<file path="src/rtl/edge_train_generator.sv">
// edge_train_generator
// Emits a burst of toggles on a single line, one toggle per event, with a
// programmable idle gap between consecutive toggles. Bursts are requested
// over a valid/ready handshake; a one-cycle done pulse marks completion.
// The receiving side is expected to recover one pulse per edge with a
// both-edges detector, so only the number and spacing of edges matter,
// not the absolute level of the line.

module edge_train_generator #(
    parameter int   CNT_W      = 8,
    parameter int   GAP_W      = 8,
    parameter logic INIT_LEVEL = 1'b0
) (
    input  logic             clk,
    input  logic             reset,
    input  logic             req_valid,
    output logic             req_ready,
    input  logic [CNT_W-1:0] req_count,
    input  logic [GAP_W-1:0] req_gap,
    output logic             data_out,
    output logic             busy,
    output logic             done
);

    typedef enum logic {
        ST_IDLE = 1'b0,
        ST_RUN  = 1'b1
    } state_t;

    state_t             state_reg,   state_next;
    logic [CNT_W-1:0]   remain_reg,  remain_next;   // toggles still to emit
    logic [GAP_W-1:0]   gap_cnt_reg, gap_cnt_next;  // idle cycles left before next toggle
    logic [GAP_W-1:0]   gap_len_reg, gap_len_next;  // reload value for gap_cnt
    logic               data_reg,    data_next;
    logic               busy_reg,    busy_next;
    logic               done_reg,    done_next;

    logic               accept;

    assign accept = req_valid & req_ready;

    // State and datapath registers; reset abandons any burst without a done pulse.
    always_ff @(posedge clk) begin
        if (reset) begin
            state_reg   <= ST_IDLE;
            remain_reg  <= '0;
            gap_cnt_reg <= '0;
            gap_len_reg <= '0;
            data_reg    <= INIT_LEVEL;
            busy_reg    <= 1'b0;
            done_reg    <= 1'b0;
        end else begin
            state_reg   <= state_next;
            remain_reg  <= remain_next;
            gap_cnt_reg <= gap_cnt_next;
            gap_len_reg <= gap_len_next;
            data_reg    <= data_next;
            busy_reg    <= busy_next;
            done_reg    <= done_next;
        end
    end

    // Next-state and counter logic. The return to IDLE is folded so that it
    // happens on the edge right after the last toggle regardless of the gap:
    // once remain hits zero in RUN, no further gap is waited out.
    always_comb begin
        state_next   = state_reg;
        remain_next  = remain_reg;
        gap_cnt_next = gap_cnt_reg;
        gap_len_next = gap_len_reg;
        data_next    = data_reg;
        done_next    = 1'b0;

        case (state_reg)
            ST_IDLE: begin
                if (accept) begin
                    gap_len_next = req_gap;
                    if (req_count == '0) begin
                        // Empty burst: nothing to emit, complete immediately.
                        remain_next  = '0;
                        gap_cnt_next = '0;
                        done_next    = 1'b1;
                    end else begin
                        // First toggle goes out on the accepting edge.
                        state_next   = ST_RUN;
                        data_next    = ~data_reg;
                        remain_next  = req_count - CNT_W'(1);
                        gap_cnt_next = req_gap;
                    end
                end
            end

            ST_RUN: begin
                if (remain_reg == '0) begin
                    state_next   = ST_IDLE;
                    gap_cnt_next = '0;
                    done_next    = 1'b1;
                end else if (gap_cnt_reg != '0) begin
                    gap_cnt_next = gap_cnt_reg - GAP_W'(1);
                end else begin
                    data_next    = ~data_reg;
                    remain_next  = remain_reg - CNT_W'(1);
                    gap_cnt_next = gap_len_reg;
                end
            end

            default: begin
                state_next = ST_IDLE;
            end
        endcase

        busy_next = (state_next == ST_RUN);
    end

    // Handshake output: ready only while idle and not being reset.
    always_comb begin
        req_ready = (state_reg == ST_IDLE) && !reset;
    end

    assign data_out = data_reg;
    assign busy     = busy_reg;
    assign done     = done_reg;

endmodule

</file>
<file path="config.mk">
export PLATFORM = sky130hd
export DESIGN_NAME = edge_train_generator
export DESIGN_NICKNAME = d
export VERILOG_FILES = /design/src/rtl/edge_train_generator.sv
export SDC_FILE = /design/constraint.sdc
export NUM_CORES = 1
export LEC_CHECK = 0
export CORE_MARGIN = 1.5
export CORE_UTILIZATION = 25
export CTS_CLUSTER_SIZE = 14
export DETAILED_ROUTE_END_ITERATION = 8
export REMOVE_ABC_BUFFERS = 1
export SYNTH_ARGS = -nofsm -noshare
export SYNTH_HDL_FRONTEND = slang
export SYNTH_SLANG_ARGS = --single-unit
</file>
<file path="constraint.sdc">
create_clock -name clk -period 2.17 [get_ports clk]
set_input_delay 0.434 -clock clk [delete_from_list [all_inputs] [get_ports clk]]
set_output_delay 0.434 -clock clk [all_outputs]
set_load 0.1 [all_outputs]
</file>
==> summary by stage, run 1 <==
Power and ir drop
Dividing total power by cell area gives a power density of 634 nW/um2. Overall power consumption after layout is estimated at approximately 1400 uW. The static leakage is ~0.00091 uW.

The maximum VDD drop is 0.000343 V.

Global route
The via count of the first global-routing pass came to between 1500 and 2000. The pin count of the biggest net entering global routing is 18. The total overflow reported by the global router is 0.

The first-pass GRT wire length is 7790 um. The overall track demand over capacity in global routing is 13.2%. The initial antenna violation count was 0.

STA
The share of the cycle needed by the critical path after routing is 91.8%. The number of setup violations in the final report is 0. The number of slew-limit violations in the final report was 0.

Between clock sinks in the finished design, the worst skew comes to 16.3 ps. The final period demand of the worst path is 1990 ps. Headroom to the max-slew limit came out at 69.9%. The final-report hold violation count is 0. Setup repair after global routing left no endpoint under its margin. The slew at the pin closest to its max-slew limit is 449 ps. Static timing analysis puts the maximum clock frequency at 0.502 GHz.

Setup path
The critical path capture point type is a flip-flop. Counting cells, the worst reg-to-reg path comes to 7. For the worst setup path, the data arrival time is 2160 ps. The signal on the critical path passes through clkdlybuf4s50_1 -> inv_1 -> ha_1 -> nor3b_1 -> nor3b_1 -> mux2_2 -> o211ai_1 -> a21oi_1. The maximum fanout along the worst path is 3.

The start point of the critical path is req_count[0]. The kind of critical path is input port to flip-flop. The cell seen most often among critical-path stages is sky130_fd_sc_hd__nor3b_1. The endpoint required time on the critical path is 2340 ps.

The delay of the slowest cell on the worst path is slightly above 400 ps. The largest individual stage delay along the critical path comes from the cell sky130_fd_sc_hd__clkdlybuf4s50_1. The worst register-to-register path has a setup slack of ~260 ps. The reg-to-reg startpoint is remain_reg[0]$_SDFFE_PP0P_. The critical path launch point type is an input port.

Clock tree
The number of clock buffers inserted by TritonCTS is 3. The number of gates given a new drive strength after cts is 0. The clock passes through at most 2 buffers. For this design, the sink count on the clock tree is 27. The clock-pin slew of the registers on the worst-case setup and hold paths is 110 ps.

In this run the number of H-tree levels came out at 1. The number of buffers inserted for hold repair after clock tree synthesis is 0. Post-CTS timing repair inserted 0 buffers for setup.

The TritonCTS clock tree is yes. The tree is rooted in a sky130_fd_sc_hd__clkbuf_8. The clock network latency to the later pin of the worst-skew pair is roughly 290 ps.

Yosys
The post-synthesis instance area is 1660 um2. During synthesis, Yosys emitted a total of 0 warnings. The share of synthesized area occupied by flip-flops and latches is 32.5%. The top-area cell type share of the netlist area is 32.5%. By area the synthesized netlist is led by sky130_fd_sc_hd__dfxtp_1 (33%), sky130_fd_sc_hd__nand2_1 (7.2%), sky130_fd_sc_hd__nor2_1 (4.3%). The synthesized design spends more area on one cell type than any other, namely sky130_fd_sc_hd__dfxtp_1. The share of flip-flops with an asynchronous set or reset is 0%. In this run, synthesis inferred 0 flip-flops with an integrated enable. Counting flops and latches in the post-synthesis netlist gives 27. For this run, the leading register cell type out of synthesis is sky130_fd_sc_hd__dfxtp_1. In the synthesized netlist, the number of instances is roughly 220.

A synthesized cell averages 7.70 um2. The post-synthesis cell type count is 46.

Run status
The flow ran to the end, and the final reports show no timing, DRC or antenna violations.

Cells and area
From synthesis to final layout, the design area changed by 33.3%. The post-layout net count is ~290. Cells with a size suffix above 1 make up 18.5% of the layout. The number of fill cells in the layout is 692. The repair_antennas step left the layout with diodes totalling 0.

Once layout is complete, the utilization of the core stands at 34.7%.

Floorplan
The core outline area is 6390 um2. 23 I/O pins were placed. The height of the die is between 80 and 90 um.

The die covers approximately 7000 um2. The horizontal die dimension is roughly 85 um. The initial standard-cell utilization of the core is a little over a quarter. The number of rows created at floorplan is 29.

Place
Buffers placed on the I/O ports in this run total 22. The weighted congestion at the end of routability-driven global placement is 0.847. Detailed placement ended at an HPWL of 3320 um.

Route
Once detail routing completed, the nets flagged for antenna violations numbered 0. The number of design-rule violations left by the first detailed-router iteration is 83. For this block, wires on met1 add up to 2110 um. The routed wirelength normalized by instance count is 13.1 um. In this run the top signal layer used is met4. The total length of routed met3 wires is 133 um. Wires add up to 4410 um. The met2 layer wire length in the routed design is 2150 um. The routed via count is 1699. The number of remaining DRC errors is 0. The number of vias per cell is 5.04. The detailed-routing iteration count for the pre-antenna-repair pass is 4.

Worst hold path
In this run the most critical hold path is launched from gap_len_reg[4]$_SDFFE_PP0P_. The worst hold path depth is 2. The class of the most critical hold timing path is flip-flop to flip-flop.

Job
The tool flagged a number of max-cap violations equal to 0.
-- worst max-delay path: cells and delay by family --
| family | cells | cell delay (ps) |
|---|---|---|
| simple gates | 2 | 450 |
| compound gates | 2 | 230 |
| mux | 1 | 350 |
| buf+inv | 2 | 510 |
| fa+ha+maj | 1 | 170 |
-- layer usage --
layer	track usage [%]	up-vias
met5	0	-
met4	1.76	0
met3	2.46	2
met2	23.2	31
met1	17.3	799
li1	-	867
-- power breakdown --
part	switching [uW]	internal (uW)	total (uW)
clock	177	135	312
sequential	51.6	543	594
combinational	267	231	498
-- through the flow --
step / setup TNS (ps) / std cells / setup WS, ps / instance area, um2 / hold WS, ps
6_report: 0 / 337 / 178 / 2220 / 458
5_1_grt: 0 / 337 / 27.0 / 2220 / 486
4_1_cts: 0 / 337 / 169 / 2220 / 462
3_5_place_dp: -249 / 333 / -129 / 2170 / 444
3_3_place_gp: -164 / 333 / -103 / 2170 / 441
2_1_floorplan: -13160 / 206 / -887 / 1620 / 431
-- Yosys cell counts, types with 2 or more instances --
library cell / count
sky130_fd_sc_hd__nand2_1: 32
sky130_fd_sc_hd__dfxtp_1: 27
sky130_fd_sc_hd__nor2_1: 19
sky130_fd_sc_hd__a21oi_1: 13
sky130_fd_sc_hd__o21ai_0: 11
sky130_fd_sc_hd__nand3_1: 10
sky130_fd_sc_hd__inv_1: 9
sky130_fd_sc_hd__nor3_1: 9
sky130_fd_sc_hd__clkbuf_1: 8
sky130_fd_sc_hd__a31oi_1: 5
sky130_fd_sc_hd__ha_1: 5
sky130_fd_sc_hd__nor3b_1: 5
sky130_fd_sc_hd__o22ai_1: 5
sky130_fd_sc_hd__xnor2_1: 5
sky130_fd_sc_hd__xor2_1: 5
sky130_fd_sc_hd__a211oi_1: 3
sky130_fd_sc_hd__mux2_2: 3
sky130_fd_sc_hd__nor2b_1: 3
sky130_fd_sc_hd__or3_1: 3
sky130_fd_sc_hd__or4_1: 3
sky130_fd_sc_hd__a221oi_1: 2
sky130_fd_sc_hd__a31o_2: 2
sky130_fd_sc_hd__and2_1: 2
sky130_fd_sc_hd__and3_1: 2
sky130_fd_sc_hd__nor4_1: 2
sky130_fd_sc_hd__o211ai_1: 2
sky130_fd_sc_hd__o31ai_1: 2
-- final timing paths --
kind                                       to
setup / recovery   remain_reg[6]$_SDFFE_PP0P_
hold / removal    gap_len_reg[4]$_SDFFE_PP0P_
setup reg to reg   remain_reg[4]$_SDFFE_PP0P_
hold reg to reg   gap_len_reg[4]$_SDFFE_PP0P_
-- kinds of logic after synthesis --
family	after synthesis	synth area share [%]
buffers and inverters	20	4.59
AOI/OAI and AO/OA	56	23.3
adders and majority gates	5	3.76
DFF	27	32.5
xor gates and xnor gates	10	5.27
muxes	3	2.03
and+or+nand+nor	95	28.6
-- layout by cell type (no fill, tap or decap), types with 3 or more instances in the layout --
cell type	netlist	final
sky130_fd_sc_hd__nand2_1	32	32
sky130_fd_sc_hd__buf_4	0	30
sky130_fd_sc_hd__dfxtp_1	27	27
sky130_fd_sc_hd__nor2_1	19	19
sky130_fd_sc_hd__clkdlybuf4s50_1	0	18
sky130_fd_sc_hd__a21oi_1	13	13
sky130_fd_sc_hd__o21ai_0	11	11
sky130_fd_sc_hd__nand3_1	10	10
sky130_fd_sc_hd__inv_1	9	9
sky130_fd_sc_hd__nor3_1	9	9
sky130_fd_sc_hd__nor3b_1	5	5
sky130_fd_sc_hd__a31oi_1	5	5
sky130_fd_sc_hd__xnor2_1	5	5
sky130_fd_sc_hd__o22ai_1	5	5
sky130_fd_sc_hd__xor2_1	5	5
sky130_fd_sc_hd__ha_1	5	5
sky130_fd_sc_hd__a211oi_1	3	3
sky130_fd_sc_hd__mux2_2	3	3
sky130_fd_sc_hd__nor2b_1	3	3
sky130_fd_sc_hd__or3_1	3	3
sky130_fd_sc_hd__or4_1	3	3
sky130_fd_sc_hd__clkbuf_8	0	3
-- area by class of cell --
type | count | area (um2) | share of cell area, %
multi-input cells | 169 | 1050 | 47.2
flip-flops and latches | 27 | 541 | 24.4
repair buffers | 50 | 445 | 20.1
well taps | 77 | 96.3 | 4.35
clock buffers | 3 | 41.3 | 1.86
inverters | 10 | 37.5 | 1.69
clock inverters | 1 | 8.76 | 0.395
Power figures use the tool's default switching activity.
==> inputs of run 2 (changes only) <==
--- a/config.mk
+++ b/config.mk
@@ -9,6 +9,7 @@
 export CORE_UTILIZATION = 25
 export CTS_CLUSTER_SIZE = 14
 export DETAILED_ROUTE_END_ITERATION = 8
+export GPL_TIMING_DRIVEN = 0
 export REMOVE_ABC_BUFFERS = 1
 export SYNTH_ARGS = -nofsm -noshare
 export SYNTH_HDL_FRONTEND = slang
==> constraint.sdc (replaced) <==
create_clock -name clk -period 2.17 [get_ports clk]
set_input_delay 0.434 -clock clk [delete_from_list [all_inputs] [get_ports clk]]
set_output_delay 0.434 -clock clk [all_outputs]
set_load 0.05 [all_outputs]
==> run 2 against run 1 <==
Clock power fell by 9.3%. Via count fell by 4.5%. Combinational power fell by 9.4%. Critical path depth fell by 2. Final cell count fell by 5.6%. Critical path type unchanged. Largest power group unchanged.
==> summary by stage, run 2 (synthesized netlist as in run 1, its figures left out) <==
Run status
The flow ran to the end, and the final reports show no timing, DRC or antenna violations.

Power and ir drop
The static leakage was 0.000807 uW (-11%). The maximum VDD drop is 0.000238 V (-31%). The ratio of total power to cell area is 630 nW/um2 (-0.58%).

STA
The clock skew after layout is 2.83 ps (-13.5 ps). The number of setup violations in the final report is 0 (unchanged). The share of the cycle needed by the critical path after routing is 95.8% (+4.1 points).

The final-layout worst hold slack is 458 ps (-0.162 ps). The final period demand of the worst path is 2080 ps (+88.3 ps). The final setup slack of the worst path is 90.1 ps (-88.3 ps). The slew at the pin closest to its max-slew limit came to 640 ps (+191 ps). The worst max-slew margin expressed relative to the limit is 57.0% (-13 points). The highest achievable clock rate is 0.481 GHz (-4.2%).

The final-report hold violation count is 0 (unchanged). The number of slew-limit violations in the final report is 0 (unchanged).

Setup path
The maximum fanout along the worst path is 4 (+1). The critical path depth was 6 (-2). The worst setup path is of the input port to flip-flop kind.

The delay of the slowest cell on the worst path is 530 ps (+120 ps). The critical path's top delay family is simple AND/OR/NAND/NOR gates. The number of buffers and inverters on the critical path is 1 (-1).

STA classifies the critical path startpoint as an input port. The critical path capture point type is a flip-flop. The arrival time at the worst endpoint is 2300 ps (+140 ps).

The endpoint required time on the critical path came to 2390 ps (+50 ps). The depth of the most critical reg-to-reg path is 5 (-2). The slowest stage of the critical path is the sky130_fd_sc_hd__clkdlybuf4s50_1 cell. Walking the worst path, the cells encountered are clkdlybuf4s50_1 -> nor4_2 -> nand2_1 -> or4_1 -> o311ai_2 -> a32o_1. The worst setup slack for register-to-register paths was 100 ps (-160 ps).

Clock tree
The maximum level of the CTS H-tree is 1 (unchanged). The clock-pin slew of the registers on the worst-case setup and hold paths is 90 ps (-20 ps). The number of clock buffers inserted by TritonCTS is 3 (unchanged). The TritonCTS clock tree is yes.

The tree is rooted in a sky130_fd_sc_hd__clkbuf_8. The sink count of the clock tree is 27 (unchanged). The clock network latency to the later pin of the worst-skew pair is 270 ps (-20 ps). The worst-case clock buffer depth is 2 (unchanged).

Cells and area
The area taken by flip-flops and latches was 544 um2 (+0.69%). Leaving out fill and tap cells, the most frequent cell in the layout is sky130_fd_sc_hd__nand2_1. The number of fill cells in the layout is 678 (-2.0%). The footprint of the multi-input gates is 1100 um2 (+5.0%). The post-layout net count came to 266 (-6.7%). The number of antenna repair diodes came to 0 (unchanged). The share of post-route cells with drive strength above 1 is 14.9% (-3.5 points).

The library cells used most frequently in the layout, excluding fill and tap cells, are sky130_fd_sc_hd__nand2_1 (30), sky130_fd_sc_hd__dfxtp_1 (26), sky130_fd_sc_hd__nor2_1 (19), sky130_fd_sc_hd__clkdlybuf4s50_1 (19), sky130_fd_sc_hd__a21oi_1 (13). Compared with the post-synthesis result, the final layout area differs by 27.5%.

Floorplan
The height of the die is 84.6 um (unchanged). The initial standard-cell utilization of the core was 26.0% (unchanged). The die area is 7150 um2 (unchanged). The core outline area came to 6390 um2 (unchanged). The horizontal die dimension is 84.6 um (unchanged). The count of pins on the block boundary is 23 (unchanged). The number of rows created at floorplan is 29 (unchanged).

Global route
The total overflow reported by the global router was 0 (unchanged). The pin count of the biggest net entering global routing came to 23 (+5). The first-pass GRT wire length is 7420 um (-4.8%). The via count of the first global-routing pass is 1556 (-6.2%). The initial antenna violation count was 0 (unchanged). The overall track demand over capacity in global routing is 12.5% (-0.74 points).

Route
The routed wirelength normalized by instance count is 14.0 um (+6.9%). The number of remaining DRC errors is 0 (unchanged). The antenna violation net count after detailed routing is 0 (unchanged). The aggregate routed wire length was 4450 um (+0.86%). The number of vias per cell came to 5.10 (+1.2%). The routed via count is 1622 (-4.5%). The number of design-rule violations left by the first detailed-router iteration is 92 (+11%). The detailed-routing iteration count for the pre-antenna-repair pass is 4 (unchanged).

Worst hold path
The worst hold path depth came to 2 (unchanged). The min-delay analysis places its worst path in the category flip-flop to flip-flop.

Place
The pre-CTS setup slack is -1040 ps (-916 ps). The total half-perimeter wirelength after legalization and detailed placement is 2950 um (-11%). The weighted congestion at the end of routability-driven global placement came to 0.795 (-6.2%). The number of input and output port buffers inserted was 22 (unchanged).

Job
The count of maximum capacitance violations is 0 (unchanged).
-- run 2: stage by stage --
| step | power [uW] | util (%) | TNS [ps] | cell area, um2 | std cells |
|---|---|---|---|---|---|
| 2_1_floorplan | 891 | - | -2010 | 1620 | 206 |
| 4_1_cts | 1310 | 31.6 | 0 | 2020 | 310 |
| 3_3_place_gp | 1020 | 30.4 | -14890 | 1940 | 305 |
| 5_1_grt | 1430 | 33.2 | -99.4 | 2120 | 318 |
| 6_report | 1340 | 33.2 | 0 | 2120 | 318 |
| 3_5_place_dp | 1020 | 30.4 | -15070 | 1940 | 305 |
-- run 2: metal layers --
layer	track usage (%)	part of all wire, %	vias up
li1	-	-	830
met1	16.4	46	769
met2	21.6	50	21
met3	2.46	3.1	2
met4	1.91	0.36	0
met5	0	0	-
-- run 2: what timing repair did --
action,4_1_cts,5_1_grt
hold endpoints to repair,0,0
setup endpoints to repair,27,13
pin swaps,0,1
hold buffers,0,0
resized for setup,14,8
buffers inserted,1,8
-- run 2: path summary, 6_finish.rpt --
check                                   start                          end
setup reg to reg   remain_reg[2]$_SDFFE_PP0P_   remain_reg[7]$_SDFFE_PP0P_
hold / removal    gap_len_reg[4]$_SDFFE_PP0P_  gap_len_reg[4]$_SDFFE_PP0P_
setup / recovery                 req_count[3]   remain_reg[7]$_SDFFE_PP0P_
hold reg to reg   gap_len_reg[4]$_SDFFE_PP0P_  gap_len_reg[4]$_SDFFE_PP0P_
-- run 2: report_power, final --
| part | switching (uW) | internal [uW] |
|---|---|---|
| Clock | 152 | 131 |
| Combinational | 243 | 207 |
| Sequential | 59.0 | 543 |
| Total | 454 | 881 |
-- run 2: layout make-up --
cell class                      instances  share of cell area [%]
Timing Repair Buffer                   31                    13.7
Inverter                               10                    2.13
Clock buffer                            4                    2.13
Sequential cell                        27                    25.7
Multi-Input combinational cell        169                    51.8
Tap cell                               77                    4.55
-- run 2: worst register-to-register path, cell delays in order (launching register included) --
cell,delay (ps)
sky130_fd_sc_hd__dfxtp_1,380
sky130_fd_sc_hd__nor4_1,610
sky130_fd_sc_hd__a31oi_1,340
sky130_fd_sc_hd__a31oi_4,350
sky130_fd_sc_hd__nor2_1,70
sky130_fd_sc_hd__a32o_1,220
